==> src/rtl/mrdy_wait_ctrl.sv <==
// MRDYn wait-state scheduler: stretches the main CPU E/Q clocks for slow I/O and BTRDYn holds.
// Optional forced-release timeout is built when MRDY_WAIT_TIMEOUT_EN is defined.
module mrdy_wait_ctrl #(
  parameter int unsigned IO_WAIT     = 2,
  parameter int unsigned MIN_BT_WAIT = 1,
  parameter int unsigned TIMEOUT     = 1023,
  parameter int unsigned TW          = 10
) (
  input  logic       CLKSYS,
  input  logic       RESETBn,
  input  logic       MCPU_CE,
  input  logic       EB,
  input  logic       FM7MODE,
  input  logic       IOSn,
  input  logic       BTRDYn,
  input  logic       TMCLRn,
  output logic       MRDYn,
  output logic       BUSY,
  output logic       TMOUT,
  output logic [7:0] WCNT
);

  typedef enum logic [1:0] {StIdle, StHold, StCount, StRelease} state_e;

  localparam logic [TW-1:0] IoWaitTk  = TW'(IO_WAIT);
  localparam logic [TW-1:0] MinBtTk   = TW'(MIN_BT_WAIT);
  localparam logic [TW-1:0] TimeoutTk = TW'(TIMEOUT);

  state_e        state_q, state_d;
  logic          eb_q;
  logic [TW-1:0] tk_q, tk_d, tk_inc;
  logic [TW-1:0] dcnt_q, dcnt_d;
  logic          mrdy_n_q, busy_q;
  logic [7:0]    wcnt_q, wcnt_sat;
  logic [31:0]   tk_wide;
  logic          start, stretching, timeout_hit;

  assign start      = EB && !eb_q && (state_q == StIdle);
  assign stretching = (state_q == StHold) || (state_q == StCount);
  // Saturate so an unbounded hold cannot wrap the reported stretch length.
  assign tk_inc     = (&tk_q) ? tk_q : tk_q + TW'(1);

`ifdef MRDY_WAIT_TIMEOUT_EN
  logic tmout_q;

  assign timeout_hit = stretching && MCPU_CE && (tk_inc == TimeoutTk);

  always_ff @(posedge CLKSYS or negedge RESETBn) begin
    if (!RESETBn) begin
      tmout_q <= 1'b0;
    end else if (timeout_hit) begin
      tmout_q <= 1'b1;
    end else if (!TMCLRn) begin
      tmout_q <= 1'b0;
    end
  end

  assign TMOUT = tmout_q;
`else
  logic unused_cfg;

  assign timeout_hit = 1'b0;
  assign TMOUT       = 1'b0;
  assign unused_cfg  = ^{TMCLRn, TimeoutTk};
`endif

  always_comb begin
    state_d = state_q;
    tk_d    = tk_q;
    dcnt_d  = dcnt_q;
    unique case (state_q)
      StIdle: begin
        if (start && FM7MODE) begin
          if (!BTRDYn) begin
            state_d = StHold;
            tk_d    = '0;
          end else if (!IOSn && (IO_WAIT > 0)) begin
            state_d = StCount;
            tk_d    = '0;
            dcnt_d  = IoWaitTk;
          end
        end
      end
      StHold: begin
        if (MCPU_CE) tk_d = tk_inc;
        if (!FM7MODE || timeout_hit || (BTRDYn && (tk_q >= MinBtTk))) state_d = StRelease;
      end
      StCount: begin
        if (MCPU_CE) begin
          tk_d   = tk_inc;
          dcnt_d = dcnt_q - TW'(1);
          if (dcnt_q == TW'(1)) state_d = StRelease;
        end
        if (!FM7MODE || timeout_hit) state_d = StRelease;
      end
      StRelease: state_d = StIdle;
      default:   state_d = StIdle;
    endcase
  end

  assign tk_wide  = 32'(tk_q);
  assign wcnt_sat = (tk_wide > 32'd255) ? 8'hff : tk_wide[7:0];

  always_ff @(posedge CLKSYS or negedge RESETBn) begin
    if (!RESETBn) begin
      state_q  <= StIdle;
      eb_q     <= 1'b0;
      tk_q     <= '0;
      dcnt_q   <= '0;
      mrdy_n_q <= 1'b1;
      busy_q   <= 1'b0;
      wcnt_q   <= 8'h00;
    end else begin
      state_q  <= state_d;
      eb_q     <= EB;
      tk_q     <= tk_d;
      dcnt_q   <= dcnt_d;
      // Registered from the next state so MRDYn moves on the deciding edge.
      mrdy_n_q <= !((state_d == StHold) || (state_d == StCount));
      busy_q   <= (state_d != StIdle);
      if (state_q == StRelease) wcnt_q <= wcnt_sat;
    end
  end

  assign MRDYn = mrdy_n_q;
  assign BUSY  = busy_q;
  assign WCNT  = wcnt_q;

endmodule

==> config.mk <==
export PLATFORM = sky130hd
export DESIGN_NAME = mrdy_wait_ctrl
export DESIGN_NICKNAME = d
export VERILOG_FILES = /design/src/rtl/mrdy_wait_ctrl.sv
export SDC_FILE = /design/constraint.sdc
export NUM_CORES = 1
export LEC_CHECK = 0
export CAP_MARGIN = 20
export CORE_AREA = 2 2 60 68
export DETAILED_ROUTE_END_ITERATION = 6
export DIE_AREA = 0 0 62 70
export DONT_BUFFER_PORTS = 1
export GPL_ROUTABILITY_DRIVEN = 0
export HOLD_SLACK_MARGIN = 0.05
export PLACE_DENSITY = 0.73
export SLEW_MARGIN = 5
export SYNTH_ARGS = -nofsm -noshare
export SYNTH_HDL_FRONTEND = slang
export SYNTH_SLANG_ARGS = --single-unit
==> constraint.sdc <==
create_clock -name CLKSYS -period 2 [get_ports CLKSYS]
set_input_delay 0.4 -clock CLKSYS [delete_from_list [all_inputs] [get_ports CLKSYS]]
set_output_delay 0.4 -clock CLKSYS [all_outputs]
set_load 0.005 [all_outputs]
Yosys cells after proc, flatten, opt, wreduce, memory -nomap -nowiden
Index checks and enable logic that the tools add are counted.

word-level totals
  logic and storage cells = 61
  input bits = 8
  register bits after elaboration = 33
  RAM bits = 0
  bits in read-only memories = 0
  bits in latches = 0
  output and inout bits = 11
  memories = 0

cells by class
  equal/unequal tests = 13
  reductions and logical operators = 17
  bitwise operators = 0
  add/subtract/negate cells = 2
  shifts and indexed selects = 0
  divide/modulo/power cells = 0
  multiply operators = 0
  $lt $le $gt $ge = 2
  multiplexer cells = 20

operators with widths
  cell                     count
  $mux W10                 9
  $pmux W10 S2             2
  $mux W2                  7
  $add A10 B1 Y10 const B  1
  $eq A10 B1 Y1 const B    1
  $ge A10 B1 Y1 const B    1
  $gt A10 B8 Y1 const B    1
  $reduce_and A10 Y1       1
  $reduce_and A5 Y1        2
  $sub A10 B1 Y10 const B  1
  $mux W8                  1
  $ne A2 B2 Y1 const B     4
  $pmux W2 S4              1
  $eq A2 B2 Y1 const B     3
  $reduce_bool A2 Y1       3
  $eq A2 B1 Y1 const B     2
  $logic_and A1 B1 Y1      4
  $ne A2 B1 Y1 const B     2
  $logic_not A1 Y1         3
  $ne A3 B3 Y1 const B     1
  $logic_not A2 Y1         1
  $logic_or A1 B1 Y1       2
  $reduce_or A2 Y1         1

Logic depth before layout (Yosys ltp)
Gate-level depths: netlist (run 1).

  depth after elaboration = 9
  depth in mapped cells = 8
  mapped depth without buffers = 8

Worst setup path before layout (run 1)
Ideal clock, no wire load.

  kind = reg2reg
  start point = register tk_q[1]
  end point = register mrdy_n_q, in the netlist MRDYn
  arrival = 1909 ps
  setup slack = 32 ps
  path buffers = 0
  cell stages (with the launch flop) = 9
  period minus slack after synthesis = 1968 ps
  data required time = 1942 ps
  path through = dfrtp_1 inv_1 ha_1 or4b_1 o41ai_1 nand3_1 a32oi_1 ha_1 inv_1

on the way
  longest elaborated chain between the ends = 8
  elaborated cells on any way between the ends = 9
  classes of those cells = order compare (1); eq/ne (2); mux (2); reduce/logical (4)

ends and longest elaborated chain
  item                                                 RTL line  text
  start: declaration                                   31        logic [TW-1:0] tk_q, tk_d, tk_inc;
  start signal: assignment                             116       tk_q <= tk_d;
  $ge A10 B1 Y1 (*)                                    86        if (!FM7MODE || timeout_hit || (BTRDYn && (tk_q >= MinBtTk))) state_d = StRelease;
  $logic_and A1 B1 Y1 (*)                              86
  $logic_or A1 B1 Y1 (*)                               86
  $mux W2 (*)                                          86
  $pmux W2 S4 (*)                                      71        unique case (state_q)
  $eq A2 B1 Y1 / $eq A2 B2 Y1 (equally long branches)  119       mrdy_n_q <= !((state_d == StHold) || (state_d == StCount));
  $logic_or A1 B1 Y1 (*)                               119
  $logic_not A1 Y1 (*)                                 119
  end signal: assignment                               119
  end: declaration                                     33        logic mrdy_n_q, busy_q;

Mark *: on every way between the ends. The rest lies on a longest branch, timed or not.
A chain may end at the register's enable or synchronous reset.

Worst setup path in the final report (run 1)
  start point = register tk_q[0]
  end point = register mrdy_n_q, in the netlist MRDYn

Same word-level chain as after synthesis.

==> impl_metrics.prom, run 1 <==
# TYPE chip_impl_metric gauge
chip_impl_metric{name="grt_antenna_before_repair",unit=""} 0
chip_impl_metric{name="timing.clock.skew",unit="ns"} 0.00680
chip_impl_metric{name="max_stage_delay",unit="ns"} 0.49
chip_impl_info{name="crit_path_start_kind",value="flop"} 1
chip_impl_metric{name="core_area",unit="sq um"} 3750
chip_impl_metric{name="grt_start_max_net_pins",unit=""} 34
chip_impl_metric{name="timing.hold.ws",unit="ns"} 0.141
chip_impl_metric{name="areal_power_density_over_the_cells",unit="nW/um^2"} 1420
chip_impl_metric{name="via_to_cell_ratio",unit=""} 5.77
chip_impl_metric{name="grt.met1_usage",unit=""} 0.284
chip_impl_metric{name="power.static_leakage",unit="nW"} 1.03
chip_impl_metric{name="layout-drive-gt1-share",unit=""} 0.215
chip_impl_metric{name="boundaryPins",unit=""} 19
chip_impl_info{name="crit_family",value="simple AND/OR/NAND/NOR gates"} 1
chip_impl_metric{name="dieArea",unit="sq um"} 4340
chip_impl_metric{name="postLayoutSetupSlackWorst",unit="ns"} -0.0380
chip_impl_metric{name="number_of_standard_cell_rows_in_the_floorplan",unit=""} 24
chip_impl_metric{name="grt_first_pass_wirelength",unit="um"} 7280
chip_impl_metric{name="gr-usage-met2",unit=""} 0.341
chip_impl_info{name="hold_path_class",value="primary input to flop"} 1
chip_impl_metric{name="synth-seq-area-share",unit=""} 0.413
chip_impl_metric{name="route.detailed.wl_per_inst",unit="um"} 14.8
chip_impl_info{name="critical_path_class",value="flop to flop"} 1
chip_impl_metric{name="cts_buffers",unit=""} 5
chip_impl_metric{name="antenna_left",unit=""} 0
chip_impl_metric{name="die-height",unit="um"} 70
chip_impl_info{name="cell_breakdown_of_the_critical_path",value="ha_2, or4b_4, o41ai_4, nand3_1, a32oi_1, ha_1, inv_1"} 1
chip_impl_metric{name="max_freq",unit="MHz"} 491
chip_impl_info{name="crit_slowest_cell",value="or4b_4"} 1
chip_impl_metric{name="synth_async_sr_flop_share",unit=""} 1.00
chip_impl_metric{name="max-slew-margin-rel",unit=""} 0.651
chip_impl_metric{name="final_net_count",unit=""} 255
chip_impl_metric{name="syn_nets",unit=""} 237
chip_impl_metric{name="final_report_setup_violation_count",unit=""} 1
chip_impl_info{name="tritoncts",value="done"} 1
chip_impl_metric{name="timing.final.crit_share",unit=""} 1.02
chip_impl_metric{name="cts-htree-levels",unit=""} 2
chip_impl_info{name="violated_checks",value="negative setup slack"} 1
chip_impl_metric{name="global_routing_met3_resource_utilization",unit=""} 0.0722
chip_impl_info{name="rsz_0062_raised_after_global_routing",value="true"} 1
chip_impl_metric{name="worst_path_buf_inv",unit=""} 1
chip_impl_metric{name="fillers",unit=""} 316
chip_impl_info{name="sort_of_element_at_the_end_of_the_critical_path",value="flop"} 1
chip_impl_metric{name="dp_worst_setup_slack",unit="ns"} -0.0629
chip_impl_metric{name="ys_types",unit=""} 48
chip_impl_metric{name="period_needed",unit="ns"} 2.04
chip_impl_info{name="synth_ff_type",value="dfrtp_1"} 1
chip_impl_metric{name="initial_core_util",unit=""} 0.533
chip_impl_metric{name="crit_arrival",unit="ns"} 2.27
chip_impl_metric{name="worstMarginPinSlew",unit="ns"} 0.523
chip_impl_metric{name="max-vdd-ir-drop",unit="V"} 0.000737
chip_impl_metric{name="tns",unit="ns"} -0.0380
chip_impl_info{name="status",value="finished, violations left"} 1
chip_impl_metric{name="clk_transition_reported_paths",unit="ns"} 0.07
chip_impl_metric{name="first_iter_violations",unit=""} 114
chip_impl_metric{name="detail_route.first_pass.iterations",unit=""} 4
chip_impl_metric{name="total_power",unit="mW"} 3.36
chip_impl_metric{name="final_hold_fails",unit=""} 0
chip_impl_metric{name="remaining_drc_errors",unit=""} 0
chip_impl_metric{name="cap_viol_max_count",unit=""} 0
chip_impl_metric{name="routed-via-count",unit=""} 1668
chip_impl_info{name="cts_root_buffer",value="clkbuf_8"} 1
chip_impl_info{name="grt_busiest_layer",value="met2"} 1
chip_impl_metric{name="yosysWarnings",unit=""} 0
chip_impl_metric{name="slew_violations",unit=""} 0
chip_impl_metric{name="antenna_cells",unit=""} 0
chip_impl_metric{name="die_x",unit="um"} 62
chip_impl_metric{name="wl",unit="um"} 4270
chip_impl_metric{name="worst_skew_late_latency",unit="ns"} 0.29
chip_impl_metric{name="worstPathRequired",unit="ns"} 2.23
chip_impl_metric{name="numClockSinks",unit=""} 33
chip_impl_metric{name="synth.avg_cell_area",unit="sq um"} 9.18
chip_impl_metric{name="portBuffers",unit=""} 0
chip_impl_metric{name="area_growth",unit="%"} 18.0
chip_impl_metric{name="first_global_vias",unit=""} 1642
chip_impl_metric{name="dp_hpwl",unit="um"} 3030
chip_impl_metric{name="syn_area",unit="sq um"} 2000
chip_impl_metric{name="overflow",unit=""} 0
chip_impl_metric{name="groute.usage.overall",unit=""} 0.226
chip_impl_metric{name="synth_enable_flop_cells",unit=""} 0
chip_impl_metric{name="cts_max_path_buffers",unit=""} 2
chip_impl_metric{name="ys_ff_latch",unit=""} 33
chip_impl_metric{name="crit_fanout",unit=""} 3
chip_impl_metric{name="syn-instance-count",unit=""} 218
[area by class of cell]
class	instances	area [sq um]	share of cell area
timing repair buffer	22	193	0.0816
inverter	12	45.0	0.0191
multi-input combinational	162	1120	0.472
tap	52	65.1	0.0275
clock inverter	1	30.0	0.0127
clock buffer	7	86.3	0.0365
sequential	33	827	0.350
[routing by layer]
metal	wire length, um	part of all wire
met1	1920	0.45
met2	2180	0.51
met3	105	0.025
met4	65	0.015
met5	0	0
[cells in the final DEF (no fill, tap or decap), drive strengths merged, types with 2 or more instances in the layout]
cell	instances
dfrtp	32
buf	21
nor2	19
a21oi	15
nand2	13
inv	12
o21ai	12
ha	11
nand3	8
or2	8
nor4	7
mux2i	7
or3	7
o31ai	7
clkbuf	7
or4	5
o21a	4
nand4	4
nor3	3
nand2b	3
o211ai	3
o41ai	3
o22ai	2
and3b	2
a31oi	2
or4b	2
a21boi	2
[stage by stage]
| stage | utilization | instances | area, sq um |
|---|---|---|---|
| 4_1_cts | 0.621 | 289 | 2330 |
| 3_3_place_gp | 0.575 | 277 | 2160 |
| 6_report | 0.629 | 289 | 2360 |
| 3_5_place_dp | 0.575 | 277 | 2160 |
| 2_1_floorplan | - | 218 | 2000 |
| 5_1_grt | 0.629 | 289 | 2360 |
[flip-flops by register name, summed over array words and instances, names as in the netlist]
| name | count |
|---|---|
| WCNT | 8 |
| MRDYn | 1 |
| dcnt_q | 10 |
| eb_q | 1 |
| tk_q | 10 |
| BUSY | 1 |
| state_q | 2 |
[what timing repair did]
item | in CTS | in global routing
resized for setup | 3 | 7
setup endpoints to repair | 3 | 8
hold buffers | 2 | 0
pin swaps | 1 | 1
hold endpoints to repair | 33 | 0
setup buffers | 2 | 0
[worst paths after layout]
path	startpoint	endpoint	slack (ns)	cells after the start
worst max-delay path	tk_q[0]$_DFFE_PN0P_	MRDYn$_DFF_PN1_	-0.04	7
worst min-delay path	EB	eb_q$_DFF_PN0_	0.14	0
worst max register to register	tk_q[0]$_DFFE_PN0P_	MRDYn$_DFF_PN1_	-0.04	7
worst min register to register	dcnt_q[1]$_DFFE_PN0P_	dcnt_q[1]$_DFFE_PN0P_	0.52	1
max in group asynchronous	RESETBn	MRDYn$_DFF_PN1_	1.19	2
min in group asynchronous	RESETBn	dcnt_q[3]$_DFFE_PN0P_	0.57	2
[cell families (layout without fill, tap and decap cells)]
kind of cell	after synthesis	count (layout)	share of synthesized area
flip-flops	33	33	0.413
other	1	1	0.00187
buffers and inverters	23	42	0.0512
AND/OR/NAND/NOR	87	87	0.247
adder cells (fa/ha/maj)	11	11	0.0687
AO/OA/AOI/OAI	56	56	0.183
multiplexers	7	7	0.0350
[report_power, final]
group	internal, mW	switching [mW]
Combinational	0.744	0.862
Clock	0.406	0.242
Sequential	0.907	0.197
[worst reg2reg max path, stage by stage (launching register included)]
cell and delay [ns]:
dfrtp_1 0.41, ha_2 0.20, or4b_4 0.49, o41ai_4 0.21, nand3_1 0.14, a32oi_1 0.23
ha_1 0.26, inv_1 0.05
[synth_stat cells, drive strengths merged, types with 2 or more instances]
| cell | count | area share |
|---|---|---|
| a21boi | 2 | 0.0075 |
| a21oi | 15 | 0.037 |
| a31oi | 2 | 0.0062 |
| and3b | 2 | 0.0088 |
| buf | 4 | 0.016 |
| clkbuf | 7 | 0.013 |
| dfrtp | 32 | 0.40 |
| ha | 11 | 0.069 |
| inv | 12 | 0.022 |
| mux2i | 7 | 0.035 |
| nand2 | 13 | 0.024 |
| nand2b | 3 | 0.0094 |
| nand3 | 8 | 0.020 |
| nand4 | 4 | 0.016 |
| nor2 | 19 | 0.036 |
| nor3 | 3 | 0.0075 |
| nor4 | 7 | 0.022 |
| o211ai | 3 | 0.011 |
| o21a | 4 | 0.015 |
| o21ai | 12 | 0.030 |
| o22ai | 2 | 0.0062 |
| o31ai | 7 | 0.029 |
| o41ai | 3 | 0.013 |
| or2 | 8 | 0.025 |
| or3 | 7 | 0.024 |
| or4 | 5 | 0.019 |
| or4b | 2 | 0.010 |
Note: power is estimated with default switching activity, not from simulation.
==> inputs of run 2 (changes only) <==
--- a/config.mk
+++ b/config.mk
@@ -7,6 +7,8 @@
 export LEC_CHECK = 0
 export CAP_MARGIN = 20
 export CORE_AREA = 2 2 60 68
+export CTS_BUF_LIST = sky130_fd_sc_hd__clkbuf_8 sky130_fd_sc_hd__clkbuf_16
+export CTS_CLUSTER_SIZE = 16
 export DETAILED_ROUTE_END_ITERATION = 6
 export DIE_AREA = 0 0 62 70
 export DONT_BUFFER_PORTS = 1
==> run 2 against run 1 <==
The run still ends with negative setup slack left; clock-buffer cell count fell by 1; sequential cell count did not move; clock skew barely moved; core utilization did not move; sequential share of layout area did not move; non-clock buffer count did not move; critical endpoint unchanged; largest power group unchanged.
==> impl_metrics.prom, run 2 (same netlist as run 1, synthesis figures left out) <==
# TYPE chip_impl_metric gauge
chip_impl_metric{name="period_needed",unit="ns"} 2.04
chip_impl_metric{name="first_iter_violations",unit=""} 114
chip_impl_info{name="cell_breakdown_of_the_critical_path",value="ha_2, or4b_4, o41ai_4, nand3_1, a32oi_1, ha_1, inv_1"} 1
chip_impl_metric{name="grt_first_pass_wirelength",unit="um"} 7280
chip_impl_info{name="violated_checks",value="negative setup slack"} 1
chip_impl_metric{name="dp_worst_setup_slack",unit="ns"} -0.0629
chip_impl_metric{name="power.static_leakage",unit="nW"} 1.03
chip_impl_metric{name="wl",unit="um"} 4270
chip_impl_metric{name="layout-drive-gt1-share",unit=""} 0.215
chip_impl_info{name="crit_slowest_cell",value="or4b_4"} 1
chip_impl_info{name="hold_path_class",value="primary input to flop"} 1
chip_impl_info{name="layout_commonest_cell",value="dfrtp_1"} 1
chip_impl_metric{name="cts_max_path_buffers",unit=""} 2
chip_impl_metric{name="crit_fanout",unit=""} 3
chip_impl_info{name="tritoncts",value="done"} 1
chip_impl_metric{name="register_to_register_path_setup_slack",unit="ns"} -0.04
chip_impl_metric{name="routed-via-count",unit=""} 1668
chip_impl_metric{name="grt.met1_usage",unit=""} 0.284
chip_impl_metric{name="global_routing_met3_resource_utilization",unit=""} 0.0722
chip_impl_metric{name="gr-usage-met2",unit=""} 0.341
chip_impl_metric{name="finalCoreUtilization",unit=""} 0.629
chip_impl_metric{name="worstPathRequired",unit="ns"} 2.23
chip_impl_metric{name="overflow",unit=""} 0
chip_impl_metric{name="cts_buffers",unit=""} 5
chip_impl_metric{name="boundaryPins",unit=""} 19
chip_impl_info{name="grt_busiest_layer",value="met2"} 1
chip_impl_metric{name="worstMarginPinSlew",unit="ns"} 0.523
chip_impl_metric{name="numClockSinks",unit=""} 33
chip_impl_info{name="layout_common_cells",value="dfrtp_1, nor2_1, buf_4"} 1
chip_impl_metric{name="die_x",unit="um"} 62
chip_impl_metric{name="timing.clock.skew",unit="ns"} 0.00683
chip_impl_metric{name="areal_power_density_over_the_cells",unit="nW/um^2"} 1420
chip_impl_info{name="status",value="finished, violations left"} 1
chip_impl_metric{name="cap_viol_max_count",unit=""} 0
chip_impl_metric{name="remaining_drc_errors",unit=""} 0
chip_impl_metric{name="cts-htree-levels",unit=""} 2
chip_impl_metric{name="grt_antenna_before_repair",unit=""} 0
chip_impl_metric{name="final_report_setup_violation_count",unit=""} 1
chip_impl_metric{name="fillers",unit=""} 316
chip_impl_info{name="cts_root_buffer",value="clkbuf_8"} 1
chip_impl_metric{name="antenna_cells",unit=""} 0
chip_impl_metric{name="slew_violations",unit=""} 0
chip_impl_metric{name="tns",unit="ns"} -0.0380
chip_impl_metric{name="crit_arrival",unit="ns"} 2.27
chip_impl_metric{name="max-vdd-ir-drop",unit="V"} 0.000737
chip_impl_metric{name="multiInputGateArea",unit="sq um"} 1120
chip_impl_metric{name="postLayoutSetupSlackWorst",unit="ns"} -0.0380
chip_impl_info{name="crit_path_start_kind",value="flop"} 1
chip_impl_metric{name="initial_core_util",unit=""} 0.533
chip_impl_metric{name="core_area",unit="sq um"} 3750
chip_impl_metric{name="number_of_standard_cell_rows_in_the_floorplan",unit=""} 24
chip_impl_metric{name="max_stage_delay",unit="ns"} 0.49
chip_impl_metric{name="dp_hpwl",unit="um"} 3030
chip_impl_info{name="critical_path_class",value="flop to flop"} 1
chip_impl_metric{name="die-height",unit="um"} 70
chip_impl_metric{name="max_freq",unit="MHz"} 491
chip_impl_metric{name="first_global_vias",unit=""} 1642
chip_impl_metric{name="final_net_count",unit=""} 255
chip_impl_metric{name="clk_transition_reported_paths",unit="ns"} 0.07
chip_impl_info{name="sort_of_element_at_the_end_of_the_critical_path",value="flop"} 1
chip_impl_info{name="rsz_0062_raised_after_global_routing",value="true"} 1
chip_impl_metric{name="worst_skew_late_latency",unit="ns"} 0.29
chip_impl_metric{name="layout.area.seq",unit="sq um"} 827
chip_impl_metric{name="max-slew-margin-rel",unit=""} 0.651
chip_impl_metric{name="route.detailed.wl_per_inst",unit="um"} 14.8
chip_impl_metric{name="dieArea",unit="sq um"} 4340
chip_impl_metric{name="area_growth",unit="%"} 18.0
chip_impl_metric{name="final_hold_fails",unit=""} 0
chip_impl_metric{name="antenna_left",unit=""} 0
chip_impl_metric{name="timing.hold.ws",unit="ns"} 0.141
chip_impl_metric{name="groute.usage.overall",unit=""} 0.226
chip_impl_metric{name="grt_start_max_net_pins",unit=""} 34
chip_impl_metric{name="portBuffers",unit=""} 0
chip_impl_metric{name="via_to_cell_ratio",unit=""} 5.77
chip_impl_metric{name="detail_route.first_pass.iterations",unit=""} 4
chip_impl_metric{name="timing.final.crit_share",unit=""} 1.02
run 2: cell count changes in the layout (fill, tap and decap cells not counted), sizes merged:
cell,previous run,this run
clkbuf,7,6
inv,12,13
run 2: final cells by class:
class,count,area share
clock buffers,6,0.0350
clock inverters,2,0.0143
inverters,12,0.0191
multi-input cells,162,0.472
flip-flops and latches,33,0.350
well taps,52,0.0275
repair buffers,22,0.0816
run 2: routing by layer:
| layer | vias to the layer above | share of wire |
|---|---|---|
| li1 | 828 | - |
| met5 | - | 0 |
| met4 | 0 | 0.015 |
| met3 | 8 | 0.025 |
| met1 | 811 | 0.45 |
| met2 | 21 | 0.51 |
run 2: report_power, final:
| part | switching (mW) | internal [mW] |
|---|---|---|
| Sequential | 0.197 | 0.907 |
| Clock | 0.242 | 0.401 |
| Combinational | 0.861 | 0.744 |
| Total | 1.30 | 2.05 |
run 2: critical path, delay by kind of cell (launching register included):
kind / cells / cell delay (ns)
AOI/OAI and AO/OA: 2 / 0.44
adders and majority gates: 2 / 0.45
buffers and inverters: 1 / 0.05
DFF: 1 / 0.41
and+or+nand+nor: 2 / 0.62
run 2: repair_timing:
item | 4_1_cts | 5_1_grt
setup endpoints to repair | 3 | 8
gates cloned | 0 | 0
resized for setup | 3 | 7
hold buffers | 2 | 0
hold endpoints to repair | 33 | 0
setup buffers | 2 | 0
pin swaps | 1 | 1
run 2: final timing paths:
check                                       from                    end  cells past startpoint
hold reg to reg            dcnt_q[1]$_DFFE_PN0P_  dcnt_q[1]$_DFFE_PN0P_                      1
hold / removal                                EB         eb_q$_DFF_PN0_                      0
setup / recovery             tk_q[0]$_DFFE_PN0P_        MRDYn$_DFF_PN1_                      7
max in group asynchronous                RESETBn        MRDYn$_DFF_PN1_                      2
min in group asynchronous                RESETBn  dcnt_q[3]$_DFFE_PN0P_                      2
setup reg to reg             tk_q[0]$_DFFE_PN0P_        MRDYn$_DFF_PN1_                      7
run 2: stage by stage:
step / cells / total power, mW / cell area (sq um)
floorplan: 218 / 2.16 / 2000
global placement: 277 / 2.57 / 2160
detailed placement: 277 / 2.61 / 2160
CTS: 289 / 3.34 / 2330
global route: 289 / 3.65 / 2360
finish: 289 / 3.35 / 2360
